### src/rtl/io_cond_pkg.sv
// Shared sizes and defaults for the board input conditioning block.
// Switch channels sit in the low bits of the combined channel vector; buttons sit above them.
package io_cond_pkg;

  localparam int N_SW             = 32;
  localparam int N_BTN            = 4;
  localparam int N_CH             = N_SW + N_BTN;
  localparam int CNT_W            = 4;
  localparam int PRE_W            = 16;
  localparam int DEF_TICK_DIV     = 50000;
  localparam int DEF_STABLE_TICKS = 4;

endpackage

### src/rtl/io_input_cond_db_channel.sv
// One debounce channel: a two-flop synchronizer, then a tick-qualified mismatch counter.
// The counter decides when the debounced level may follow the synchronized input.
module db_channel
  import io_cond_pkg::*;
#(
  parameter int STABLE_TICKS = DEF_STABLE_TICKS
) (
  input  logic i_clk,
  input  logic rst,
  input  logic i_tick,
  input  logic i_raw,
  output logic o_deb
);

  localparam logic [CNT_W-1:0] CNT_LAST = CNT_W'(STABLE_TICKS - 1);

  logic             s1_q;
  logic             s2_q;
  logic             deb_q;
  logic             deb_d;
  logic [CNT_W-1:0] cnt_q;
  logic [CNT_W-1:0] cnt_d;

  // Any cycle where the input agrees with the level discards a partial count.
  always_comb begin
    deb_d = deb_q;
    cnt_d = cnt_q;
    if (s2_q == deb_q) begin
      cnt_d = '0;
    end else if (i_tick) begin
      if (cnt_q == CNT_LAST) begin
        deb_d = s2_q;
        cnt_d = '0;
      end else begin
        cnt_d = cnt_q + CNT_W'(1);
      end
    end
  end

  always_ff @(posedge i_clk) begin
    if (!rst) begin
      s1_q  <= 1'b0;
      s2_q  <= 1'b0;
      deb_q <= 1'b0;
      cnt_q <= '0;
    end else begin
      s1_q  <= i_raw;
      s2_q  <= s1_q;
      deb_q <= deb_d;
      cnt_q <= cnt_d;
    end
  end

  assign o_deb = deb_q;

endmodule

### src/rtl/io_input_cond.sv
// Conditions the board switches and buttons for the CPU: synchronize, debounce,
// and produce registered edge pulses. One prescaler paces all 36 channels.
module io_input_cond
  import io_cond_pkg::*;
#(
  parameter int TICK_DIV       = DEF_TICK_DIV,
  parameter int STABLE_TICKS   = DEF_STABLE_TICKS,
  parameter bit BTN_ACTIVE_LOW = 1'b1
) (
  input  logic             i_clk,
  input  logic             rst,
  input  logic [N_SW-1:0]  i_sw_raw,
  input  logic [N_BTN-1:0] i_btn_raw,
  output logic [N_SW-1:0]  o_sw,
  output logic [N_BTN-1:0] o_btn,
  output logic [N_BTN-1:0] o_btn_press,
  output logic [N_BTN-1:0] o_btn_release,
  output logic             o_sw_chg
);

  localparam logic [PRE_W-1:0] PRE_LAST = PRE_W'(TICK_DIV - 1);

  logic [PRE_W-1:0] pre_q;
  logic [PRE_W-1:0] pre_d;
  logic             tick;
  logic [N_CH-1:0]  raw_ch;
  logic [N_CH-1:0]  deb_ch;

  logic [N_SW-1:0]  sw_prev_q;
  logic [N_BTN-1:0] btn_prev_q;
  logic [N_BTN-1:0] press_q;
  logic [N_BTN-1:0] press_d;
  logic [N_BTN-1:0] release_q;
  logic [N_BTN-1:0] release_d;
  logic             chg_q;
  logic             chg_d;

  assign tick  = (pre_q == PRE_LAST);
  assign pre_d = tick ? '0 : pre_q + PRE_W'(1);

  // Buttons are normalised to active-high before they reach the synchronizers.
  assign raw_ch = {i_btn_raw ^ {N_BTN{BTN_ACTIVE_LOW}}, i_sw_raw};

  for (genvar g = 0; g < N_CH; g++) begin : g_ch
    db_channel #(
      .STABLE_TICKS(STABLE_TICKS)
    ) u_ch (
      .i_clk (i_clk),
      .rst   (rst),
      .i_tick(tick),
      .i_raw (raw_ch[g]),
      .o_deb (deb_ch[g])
    );
  end

  // Edges are found against a one-cycle-old copy of the debounced levels.
  always_comb begin
    press_d   = deb_ch[N_CH-1:N_SW] & ~btn_prev_q;
    release_d = ~deb_ch[N_CH-1:N_SW] & btn_prev_q;
    chg_d     = |(deb_ch[N_SW-1:0] ^ sw_prev_q);
  end

  always_ff @(posedge i_clk) begin
    if (!rst) begin
      pre_q      <= '0;
      sw_prev_q  <= '0;
      btn_prev_q <= '0;
      press_q    <= '0;
      release_q  <= '0;
      chg_q      <= 1'b0;
    end else begin
      pre_q      <= pre_d;
      sw_prev_q  <= deb_ch[N_SW-1:0];
      btn_prev_q <= deb_ch[N_CH-1:N_SW];
      press_q    <= press_d;
      release_q  <= release_d;
      chg_q      <= chg_d;
    end
  end

  assign o_sw          = deb_ch[N_SW-1:0];
  assign o_btn         = deb_ch[N_CH-1:N_SW];
  assign o_btn_press   = press_q;
  assign o_btn_release = release_q;
  assign o_sw_chg      = chg_q;

endmodule

### config.mk
export PLATFORM = sky130hd
export DESIGN_NAME = io_input_cond
export DESIGN_NICKNAME = d
export VERILOG_FILES = /design/src/rtl/io_cond_pkg.sv /design/src/rtl/io_input_cond_db_channel.sv /design/src/rtl/io_input_cond.sv
export SDC_FILE = /design/constraint.sdc
export NUM_CORES = 1
export LEC_CHECK = 0
export ABC_AREA = 0
export CORE_MARGIN = 5
export CORE_UTILIZATION = 30
export DETAILED_ROUTE_END_ITERATION = 8
export PLACE_DENSITY_LB_ADDON = 0.12
export SETUP_SLACK_MARGIN = 0.1
export SYNTH_ARGS = -nofsm -noshare
export SYNTH_HDL_FRONTEND = slang
export SYNTH_HIERARCHICAL = 1
export SYNTH_SLANG_ARGS = --single-unit
### constraint.sdc
create_clock -name i_clk -period 13.1 [get_ports i_clk]
set_clock_uncertainty 0.05 [all_clocks]
set_input_delay 1.965 -clock i_clk [delete_from_list [all_inputs] [get_ports i_clk]]
set_output_delay 1.965 -clock i_clk [all_outputs]
set_load 0.005 [all_outputs]
Yosys cells after proc, flatten, opt, wreduce, memory -nomap -nowiden
Index checks and enable logic that the tools add are counted.
{ "totals": {"input_bits": 38, "elab_cells": 413, "reg_bits": 313, "out_inout_bits": 45} }
{ "classes": {"muxes": 36, "n_addsub": 37, "bitwise": 43, "reduce_logical": 74, "eq_ne": 73} }
{ "op_table": {"columns": ["cell", "n"], "rows": [
  ["$add A4 B1 Y4 const B", 36],
  ["$eq A4 B2 Y1 const B", 36],
  ["$mux W4", 36],
  ["$reduce_and A3 Y1", 36],
  ["$reduce_or A2 Y1", 37],
  ["$not A1 Y1", 37],
  ["$eq A1 B1 Y1", 36],
  ["$reduce_or A32 Y1", 1],
  ["$xor A32 B32 Y32", 1],
  ["$add A16 B1 Y16 const B", 1],
  ["$eq A16 B16 Y1 const B", 1],
  ["$not A4 Y4", 3],
  ["$and A4 B4 Y4", 2]
]} }

Logic depth before layout (Yosys ltp)
{ "logic_depth": {"depth_word": 3, "mapped_depth": 7, "depth_no_buf": 7} }

By module
The synthesis kept the hierarchy.
{ "by_module_without_submodules": {"columns": ["mod", "seq_area_each_um2", "cells_each", "area_per_inst_um2", "instances"], "rows": [
  ["db_channel", 140.1, 26, 275.3, 36],
  ["io_input_cond", 1221.2, 220, 2274.7, 1]
]} }

Worst setup path before layout
OpenSTA, ideal clock, no wires.
{ "synth_timing": {"path_type": "register -> register", "startpoint": "reg pre_q[0]", "endpoint": "reg g_ch[0].u_ch.deb_q", "period_less_slack_ns": 5.039, "arrival_ns": 4.873, "n_path_buf": 0, "setup_ns": 0.116, "path_stages_with_launch": 8, "required_ns": 12.934, "slack_ns": 8.061, "path_cell_list": "dfxtp_1 -> ha_1 -> and3_1 -> nand4_1 -> inv_1 -> and4bb_1 -> mux2i_1 -> nor2b_1"} }
{ "synth_between": {"elab_chain_cells": 2} }
{ "synth_rtl": {"columns": ["element", "line_no", "rtl"], "rows": [
  ["from (decl)", "io_input_cond.sv:23", "logic [PRE_W-1:0] pre_q;"],
  ["from (signal assigned)", "io_input_cond.sv:72", "pre_q <= pre_d;"],
  ["$eq A16 B16 Y1", "io_input_cond.sv:38", "assign tick = (pre_q == PRE_LAST);"],
  ["via tick", "io_input_cond.sv:25", "logic tick;"],
  ["$reduce_and A3 Y1 (no source line)", null, null],
  ["to (signal assigned)", "io_input_cond_db_channel.sv:44", "deb_q <= 1'b0;"],
  ["to (signal assigned)", "io_input_cond_db_channel.sv:49", "deb_q <= deb_d;"],
  ["to (decl)", "io_input_cond_db_channel.sv:19", "logic deb_q;"]
]} }
The timed path passes the listed nets, and every way through them passes these cells.
A chain may end at the register's enable or synchronous reset.

Worst setup path after layout
{ "layout_timing": {"startpoint": "reg g_ch[2].u_ch.deb_q", "endpoint": "out o_sw[2]"} }
{ "layout_lines": {"columns": ["element", "line_no", "rtl"], "rows": [
  ["from (decl)", "io_input_cond_db_channel.sv:19", null],
  ["from (signal assigned)", "io_input_cond_db_channel.sv:44", null],
  ["from (signal assigned)", "io_input_cond_db_channel.sv:49", null],
  ["to (decl)", "io_input_cond.sv:14", "output logic [N_SW-1:0] o_sw,"]
]} }
No word-level cell between the ends.

==> summary.md <==
| Metric | Value |
|---|---|
| Reg2Reg Capture Point | `g_ch[2].u_ch/o_deb` |
| DRT iter0 DRCs | `246` |
| FF+latch count, synth | `313` |
| Largest net degree at the start of global routing | `between 100 and 150` |
| Critical Path Start Type | `register` |
| Clock Pin Slew Worst Setup and Hold Paths | `~0.050 ns` |
| PortBufs | `82` |
| Post-synth top area share | `~50%` |
| CTS sink cnt | `about 310` |
| WS Path Type | `reg -> out` |
| Final WL | `21,600 um` |
| Syn_area_per_cell | `around 11 um^2` |
| Post-route clock period utilization | `27.3%` |
| Setup crit end | `o_sw[2]` |
| # hold bufs at CTS | `0` |
| Filler cells | `3,946` |
| Initial antenna violation count | `0` |
| Drt drc | `0` |
| Highest clock rate | `0.279 GHz` |
| Slew Limit Fails | `0` |
| MaxCap Viol Count | `0` |
| Vias in the first global route | `7,721` |
| Cell Pwr Density | `138 nW/um^2` |
| FP Rows | `between 70 and 80` |
| Final worst path period need | `3.58 ns` |
| P&R area growth vs syn | `22.3%` |
| IO Pins | `83` |
| Final hold vios | `0` |
| FF-to-FF path depth | `8` |
| Top area cells in the synthesized netlist | `dfxtp_1 (51%), xor2_1 (8.2%), mux2i_1 (5.9%)` |
| Placed Cells | `1,758` |
| Post-synth cell types | `30` |
| Via count | `7,788` |
| First-pass GRT wire length | `37,300 um` |
| Crit. path cell count | `1` |
| DR WL/cell | `11.9 um` |
| Hpwl dp | `13,500 um` |
| Starting Density | `30.5%` |
| Sequential-to-total area share from yosys stat | `51.4%` |
| Lkg Pwr | `around 5.5 nW` |
| Post-Syn Nets | `1,231` |
| Final #Nets | `approximately 1,300` |
| CP Capture Type | `output port` |
| Critical path's largest stage delay | `0.62 ns` |
| Die height | `212 um` |
| Final setup vio count | `0` |
| Resized Gates After CTS | `0` |
| Drt via density | `4.28` |
| Total gr overflow | `0` |
| Min Hold Slack | `0.359 ns` |
| Setup Fix Bufs, Post-CTS | `0` |
| Post-Route Setup TNS | `0 ns` |
| RSZ-0062 raised after global routing | `false` |
| CP max FO | `5` |
| Critical-path top delay cell | `clkdlybuf4s50_1` |
| # diodes | `0` |
| Worst-Skew Late Latency | `~0.53 ns` |
| CTS tree | `built` |
| CTS Buffer Depth | `3` |
| Overall routing resource usage | `9.92%` |
| R2R Path Start | `pre_q[0]` |
| Total power | `0.00206 W` |
| CORE AREA | `39,900 um^2` |
| Die area | `around 45,000 um^2` |
| R2R Setup Slk | `around 9.7 ns` |
| Yosys Warn Count | `6` |
| Num CTS Buffers | `38` |
| Status | `complete, no violations` |
| Finished Layout Cells | `~1,800` |
| VDD IR max | `approximately 0.000075 V` |
| Post-synthesis instance total | `1,156` |
| Synth area leader | `dfxtp_1` |
| Root buf cell | `clkbuf_16` |
| CP Launch Point | `g_ch[2].u_ch/o_deb` |
| Routed Antenna Nets | `0` |
| Netlist Area Pre-Place | `12,200 um^2` |
| CP Data Required Time | `11.09 ns` |
| Share of layout cells above drive strength 1 | `4.71%` |
| CP bufs+invs | `1` |
| Drt first pass iters | `4` |
| H-tree depth | `2` |
| Worst-path cell chain | `clkdlybuf4s50_1` |
| Hold Path Class | `reg -> reg` |
| Arrival time at the worst endpoint | `1.56 ns` |
| Family with the most delay on the worst path | `buffers and inverters` |
| Slew HR | `32.2%` |
| Worst-Margin Slew | `1.02 ns` |
| Final core occ | `37.3%` |
| Gpl congestion | `a little over 0.7` |
| Die extent in x | `about 210 um` |
[per-stage QoR]
| step | setup WS [ns] | area [um^2] |
|---|---|---|
| floorplan | 8.06 | 12200 |
| global placement | 9.12 | 13700 |
| detailed placement | 9.11 | 13700 |
| CTS | 9.43 | 14900 |
| global route | 9.29 | 14900 |
| finish | 9.52 | 14900 |
[state kept, by name, summed over array words and instances (netlist names)]
| name | count |
|---|---|
| g_ch.u_ch/cnt_q | 144 |
| g_ch.u_ch/o_deb | 36 |
| pre_q | 16 |
| g_ch.u_ch/s1_q | 36 |
| o_btn_press | 4 |
| sw_prev_q | 32 |
| btn_prev_q | 4 |
| g_ch.u_ch/s2_q | 36 |
| o_sw_chg | 1 |
| o_btn_release | 4 |
[cell type report]
cell class	instances	area (um^2)	share of cell area [%]
Clock buffer	53	1100	7.37
Tap cell	525	657	4.41
Inverter	5	23.8	0.160
Timing Repair Buffer	84	837	5.62
Multi-Input combinational cell	831	5870	39.4
Clock inverter	9	149	0.999
Sequential cell	313	6270	42.1
[logic make-up after synthesis]
group | after synthesis | synth area share (%)
simple gates | 529 | 24.7
fa+ha+maj | 37 | 3.80
compound gates | 5 | 0.246
buf+inv | 12 | 0.421
flops | 313 | 51.4
mux | 72 | 5.91
xor+xnor | 188 | 13.5
[cells in the final DEF (no fill, tap or decap), drive strengths merged, types with 2 or more instances in the layout]
master         Yosys  layout
clkbuf             4      53
mux2i             72      72
nand2             77      77
and3b              3       3
and3               4       4
nand4             50      50
nor4               4       4
xor2             114     114
dfxtp            313     313
a21oi              2       2
nor2b             40      40
clkinv             0       4
nand3b            36      36
ha                37      37
nor2             158     158
and2             109     109
buf                3       3
inv                5       6
and4bb            37      37
nand3              5       5
clkdlybuf4s50      0      81
bufinv             0       4
nor3               2       2
xnor2             74      74
[worst min path at each step]
stage / from / end / depth (start not counted)
after floorplan: btn_prev_q[0] / o_btn_press[0] / 1
after global placement: btn_prev_q[1] / o_btn_press[1] / 1
after detailed placement: btn_prev_q[1] / o_btn_press[1] / 1
after CTS: btn_prev_q[1] / o_btn_press[1] / 1
after global routing: btn_prev_q[1] / o_btn_press[1] / 1
final: btn_prev_q[0] / o_btn_press[0] / 1
[routing by layer]
metal	global-route usage (%)	vias to the layer above	part of all wire [%]
met4	4.31	0	3.2
met3	3.10	49	5.2
met5	0	-	0
met2	14.9	94	41
li1	-	4125	-
met1	13.1	3520	50
[synth_stat cells]
| library cell | number |
|---|---|
| dfxtp_1 | 313 |
| nor2_1 | 158 |
| xor2_1 | 114 |
| and2_1 | 109 |
| nand2_1 | 77 |
| xnor2_1 | 74 |
| mux2i_1 | 72 |
| nand4_1 | 50 |
| nor2b_1 | 40 |
| ha_1 | 37 |
| and4bb_1 | 36 |
| nand3b_1 | 36 |
| inv_1 | 5 |
| nand3_1 | 5 |
| and3_1 | 4 |
| clkbuf_1 | 4 |
| nor4_1 | 4 |
| and3b_1 | 3 |
| a21oi_1 | 2 |
| buf_2 | 2 |
| nor3_1 | 2 |
| a21boi_0 | 1 |
| and4_4 | 1 |
| and4b_1 | 1 |
| and4bb_2 | 1 |
| buf_4 | 1 |
| o21ai_0 | 1 |
| o31ai_1 | 1 |
| or3_1 | 1 |
| or4_1 | 1 |
[power breakdown]
group | leakage [nW] | switching, W | internal (W)
combinational | 2.33 | 0.0000189 | 0.0000202
sequential | 2.54 | 0.00000440 | 0.000963
clock | 0.616 | 0.000394 | 0.000659
total | 5.48 | 0.000417 | 0.00164
No activity file was read; power rests on OpenSTA's default activity.
